--- config.mk ---
export PLATFORM = sky130hd
export DESIGN_NAME = fetch_unit
export DESIGN_NICKNAME = d
export VERILOG_FILES = /design/src/rtl/fetch_pkg.sv /design/src/rtl/fetch_queue.sv /design/src/rtl/fetch_unit.sv
export SDC_FILE = /design/constraint.sdc
export NUM_CORES = 1
export LEC_CHECK = 0
export CAP_MARGIN = 20
export CORE_MARGIN = 4
export CORE_UTILIZATION = 38
export CTS_CLUSTER_SIZE = 20
export DETAILED_ROUTE_END_ITERATION = 7
export PLACE_DENSITY = 0.68
export SYNTH_ARGS = -nofsm -noshare
export SYNTH_HDL_FRONTEND = slang
export SYNTH_HIERARCHICAL = 1
export SYNTH_SLANG_ARGS = --single-unit
--- constraint.sdc ---
create_clock -name CLK -period 7.27 [get_ports CLK]
set_input_delay 0.727 -clock CLK [delete_from_list [all_inputs] [get_ports CLK]]
set_output_delay 0.727 -clock CLK [all_outputs]
set_load 0.02 [all_outputs]
--- src/rtl/fetch_pkg.sv ---
// Shared fetch-stage types and defaults, also imported by the scheduler.
package fetch_pkg;

    localparam logic [31:0] RESET_PC_DEFAULT = 32'h0000_0000;
    localparam int unsigned FQ_DEPTH_DEFAULT = 4;

    typedef struct packed {
        logic [31:0] pc;
        logic [31:0] instr;
    } fetch_entry_t;

    typedef enum logic [1:0] {
        StFetch,
        StFull,
        StHalted
    } fetch_state_t;

endpackage

--- src/rtl/fetch_queue.sv ---
// Synchronous FIFO of fetched {pc, instr} pairs; flush wins over push and pop.
module fetch_queue
    import fetch_pkg::*;
#(
    parameter int unsigned Depth = FQ_DEPTH_DEFAULT,
    localparam int unsigned PtrW = $clog2(Depth),
    localparam int unsigned CntW = PtrW + 1
) (
    input  logic            CLK,
    input  logic            nRST,
    input  logic            push_i,
    input  fetch_entry_t    push_data_i,
    input  logic            pop_i,
    input  logic            flush_i,
    output fetch_entry_t    head_o,
    output logic            full_o,
    output logic            empty_o,
    output logic [CntW-1:0] count_o
);

    fetch_entry_t    mem_q [Depth];
    logic [PtrW-1:0] wptr_q, wptr_d;
    logic [PtrW-1:0] rptr_q, rptr_d;
    logic [CntW-1:0] count_q, count_d;
    logic            do_push, do_pop;

    assign full_o  = (count_q == CntW'(Depth));
    assign empty_o = (count_q == '0);
    assign count_o = count_q;
    assign head_o  = empty_o ? '0 : mem_q[rptr_q];

    // Pops on empty are dropped; a push on full is only taken alongside a pop.
    assign do_pop  = pop_i & ~empty_o;
    assign do_push = push_i & (~full_o | do_pop);

    always_comb begin
        wptr_d  = wptr_q;
        rptr_d  = rptr_q;
        count_d = count_q;
        if (flush_i) begin
            wptr_d  = '0;
            rptr_d  = '0;
            count_d = '0;
        end else begin
            if (do_push) wptr_d = wptr_q + PtrW'(1);
            if (do_pop)  rptr_d = rptr_q + PtrW'(1);
            if (do_push && !do_pop) count_d = count_q + CntW'(1);
            if (do_pop && !do_push) count_d = count_q - CntW'(1);
        end
    end

    always_ff @(posedge CLK or negedge nRST) begin
        if (!nRST) begin
            wptr_q  <= '0;
            rptr_q  <= '0;
            count_q <= '0;
            for (int i = 0; i < int'(Depth); i++) mem_q[i] <= '0;
        end else begin
            wptr_q  <= wptr_d;
            rptr_q  <= rptr_d;
            count_q <= count_d;
            if (do_push && !flush_i) mem_q[wptr_q] <= push_data_i;
        end
    end

endmodule

--- src/rtl/fetch_unit.sv ---
// Instruction fetch: PC register and fetch FSM feeding a fetch queue toward the scheduler.
module fetch_unit
    import fetch_pkg::*;
#(
    parameter logic [31:0] RESET_PC = RESET_PC_DEFAULT,
    parameter int unsigned FQ_DEPTH = FQ_DEPTH_DEFAULT
) (
    input  logic        CLK,
    input  logic        nRST,
    output logic        imemREN,
    output logic [31:0] imemaddr,
    input  logic        ihit,
    input  logic [31:0] imemload,
    input  logic        redirect_valid,
    input  logic [31:0] redirect_pc,
    input  logic        halt,
    output logic        instr_valid,
    output logic [31:0] instr,
    output logic [31:0] instr_pc,
    input  logic        instr_ready
);

    localparam int unsigned CntW = $clog2(FQ_DEPTH) + 1;

    fetch_state_t    state_q, state_d;
    logic [31:0]     pc_q, pc_d;
    logic            push, pop;
    logic            q_full, q_empty;
    logic [CntW-1:0] count, count_d;
    fetch_entry_t    head, push_entry;

    fetch_queue #(
        .Depth (FQ_DEPTH)
    ) u_queue (
        .CLK         (CLK),
        .nRST        (nRST),
        .push_i      (push),
        .push_data_i (push_entry),
        .pop_i       (pop),
        .flush_i     (redirect_valid),
        .head_o      (head),
        .full_o      (q_full),
        .empty_o     (q_empty),
        .count_o     (count)
    );

    assign imemaddr    = {pc_q[31:2], 2'b00};
    assign instr_valid = ~q_empty;
    assign instr       = head.instr;
    assign instr_pc    = head.pc;

    // A redirect kills the same-cycle fill and pop, so the stale word never lands.
    always_comb begin
        push             = imemREN & ihit & ~redirect_valid;
        pop              = instr_valid & instr_ready & ~redirect_valid;
        push_entry.pc    = imemaddr;
        push_entry.instr = imemload;
        count_d          = count;
        if (redirect_valid) begin
            count_d = '0;
        end else if (push && !pop) begin
            count_d = count + CntW'(1);
        end else if (pop && !push) begin
            count_d = count - CntW'(1);
        end
        pc_d = pc_q;
        if (redirect_valid) begin
            pc_d = {redirect_pc[31:2], 2'b00};
        end else if (push) begin
            pc_d = imemaddr + 32'd4;
        end
    end

    always_ff @(posedge CLK or negedge nRST) begin
        if (!nRST) begin
            state_q <= StFetch;
            pc_q    <= RESET_PC;
        end else begin
            state_q <= state_d;
            pc_q    <= pc_d;
        end
    end

    always_comb begin
        state_d = state_q;
        if (redirect_valid) begin
            state_d = (state_q == StHalted) ? StHalted : StFetch;
        end else if (halt) begin
            state_d = StHalted;
        end else begin
            unique case (state_q)
                StFetch:  if (count_d == CntW'(FQ_DEPTH)) state_d = StFull;
                StFull:   if (count_d != CntW'(FQ_DEPTH)) state_d = StFetch;
                StHalted: state_d = StFetch;
                default:  state_d = StFetch;
            endcase
        end
    end

    always_comb begin
        imemREN = nRST & (state_q == StFetch) & ~q_full & ~halt;
    end

endmodule

==> results.yml <==
timing:
  drv_slew: 0
  worst_pin_slew_ns: 1.04
  fin_tns_setup_ns: 0
  fmax_ghz: 0.234
  rsz0062_at_grt: "false"
  period_minus_slack_ns: 4.28
  final.period_utilization_pct: 58.8
  fin_skew_ns: 0.0165
  setup_viol: 0
  hold_viol: 0
  slew_headroom_pct: 30.6
yosys:
  ys_ff_latch: 295
  synth_area_sq_mm: 0.0141
  syn_area_per_cell_sq_um: 14.4
  ys.flop_type: "dfrtp_1"
  synthCells: 976
  yosysUniqueCellTypes: 56
  async_reset_ff_share_pct: 100
  ys_warn_count: 6
  yosys.area.top_type: "dfrtp_1"
  synthTopCellsByArea: "dfrtp_1 (52%), mux2_2 (20%), mux4_2 (10%)"
  yosysSeqAreaShare_pct: 52.4
  synth_common_cells: "dfrtp_1 (295), mux2_2 (250), nor2b_1 (66)"
  synth_edf_count: 0
  post-synth-top-count-cell: "dfrtp_1"
  yosys.area.top_type_share_pct: 52.4
routing:
  ant_nets: 0
  first_iter_violations: 310
  viasPerCell: 5.27
  routedWlPerCell_um: 20.3
  wl_um: 33000
  drtPass1Iterations: 4
  dr_total_vias: 8567
  drc: 0
clocking:
  numCtsBuffers: 34
  cts.sinks: 295
  cts_resized: 0
  clk_pin_slew_ns: 0.06
  tritoncts: "yes"
  clockBufferDepth: 3
  cts_hold_buf: 0
  ctsHtreeMaxLevel: 2
  post_cts_buffers: 0
  clk-insertion-delay-late_ns: 0.51
  cts-root-buf: "clkbuf_16"
die:
  dieWidth_um: 200
  initial_core_util_pct: 38.5
  pin_count: 168
  core_sq_mm: 0.0366
  dieArea_sq_mm: 0.0402
  rows: 70
  dieHeight_um: 200
outcome:
  status: "finished clean"
finish:
  drive_gt1_share_pct: 35.2
  diodes: 0
  final_nets: 1213
  postLayoutCellArea_sq_mm: 0.0172
  syn_to_final_growth_pct: 22.2
  fillers: 3266
global_route:
  grt.total_usage_pct: 16.3
  grt_pass1_vias: 9306
  grt_max_degree: 135
  grt_pass1_wl_um: 53200
  antenna_found_initial: 1
  grt_overflow: 0
worst_hold_path:
  min_path_type: "input pin to asynchronous set/reset pin"
placed_design:
  place_area_sq_mm: 0.0161
  gp_congestion: 0.733
  io_buffers: 163
  hpwl_um: 19600
setup_path:
  reg2reg_setup_slack_ns: 3.52
  critPathCaptureType: "output pin"
  crit_arrival_ns: 3.55
  path_cells: "buf_4, mux4_2, nor2b_1, clkdlybuf4s50_1"
  critical_path_class: "flip-flop to output pin"
  worst_setup_path_start_kind: "flip-flop"
  cp_slowest_stage_delay_ns: 1.06
  path_max_fanout: 45
  crit_slowest_cell: "dfrtp_4"
  cp.required_ns: 6.54
flow_run:
  drv_cap: 0
power:
  p_leak_nw: 7.42
  powerDensity_mw_per_mm2: 228
  ir_worst_vdd_mv: 0.187
## area by class of cell
type	count	area (sq um)	area share, %
Clock inverter	4	45.0	0.262
Inverter	8	30.0	0.175
Multi-Input combinational cell	616	6300	36.6
Clock buffer	56	1070	6.20
Timing Repair Buffer	180	1790	10.4
Tap cell	468	586	3.40
Sequential cell	295	7390	43.0
## critical path, delay by kind of cell (launching register included)
kind | cells | cell delay (ns)
buffers and inverters | 2 | 1.19
multiplexers | 1 | 0.57
AND/OR/NAND/NOR | 1 | 0.18
flip-flops | 1 | 1.06
## layout by cell type, fill, tap and decap left out, types with 7 or more instances in the layout
master / count
mux2_2: 250
o21ai_0: 29
inv_1: 8
nand4_1: 10
nand2_1: 40
clkbuf_1: 12
mux4_2: 64
nor2_1: 14
clkdlybuf4s50_1: 161
xor2_1: 17
conb_1: 10
nand3_1: 17
ha_1: 7
xnor2_1: 16
clkbuf_8: 7
mux2_4: 10
clkbuf_16: 37
nor4_1: 10
nor2b_1: 66
dfrtp_1: 293
buf_4: 13
## path summary, 6_finish.rpt
path	from	end	depth (start not counted)
worst min-delay path	nRST	u_queue/mem_q[106]	1
worst max-delay path	u_queue/rptr_q[0]	instr_pc[16]	4
worst max register to register	u_queue/count_o[0]	u_queue/mem_q[128]	8
max in group asynchronous	nRST	u_queue/mem_q[208]	3
min in group CLK	state_q[0]	state_q[1]	1
worst min register to register	state_q[0]	state_q[1]	1
## sequential cells by signal, indices dropped and copies added, names as in the netlist
signal	flops
u_queue/rptr_q	2
u_queue/mem_q	256
u_queue/count_o	3
u_queue/wptr_q	2
pc_q	30
state_q	2
## per-layer routing
metal	vias up	track usage [%]	wire, um
met5	-	0	12
met1	4458	21.8	14900
met4	2	4.25	634
met2	189	27.0	15900
met3	58	3.63	1560
li1	3860	-	-
## cell families after synthesis
| kind of cell | Yosys count | share of synthesized area, % |
|---|---|---|
| compound gates | 45 | 1.91 |
| xor+xnor | 33 | 2.05 |
| fa+ha+maj | 8 | 0.764 |
| buf+inv | 74 | 3.29 |
| flops | 295 | 52.4 |
| mux | 326 | 31.4 |
| other cells | 1 | 0.0266 |
| simple gates | 194 | 8.09 |
## power by group
group	internal, mW	leakage (nW)	total, mW	switching [mW]
clock network	1.03	0.546	1.69	0.660
logic	0.249	2.89	0.394	0.145
registers	1.75	3.98	1.84	0.0878
## through the flow
stage               util [%]  worst slack [ns]  std cells  total power [mW]  hold slack (ns)
global placement        43.9              3.01       1564              2.25            0.446
floorplan                  -              3.67        985              2.09            0.431
detailed placement      43.9              2.97       1565              2.27            0.466
global route            47.0              2.71       1627              4.10            0.262
CTS                     46.9              2.85       1625              3.99            0.226
finish                  47.0              2.99       1627              3.93            0.222
(Power assumes the default switching activity.)
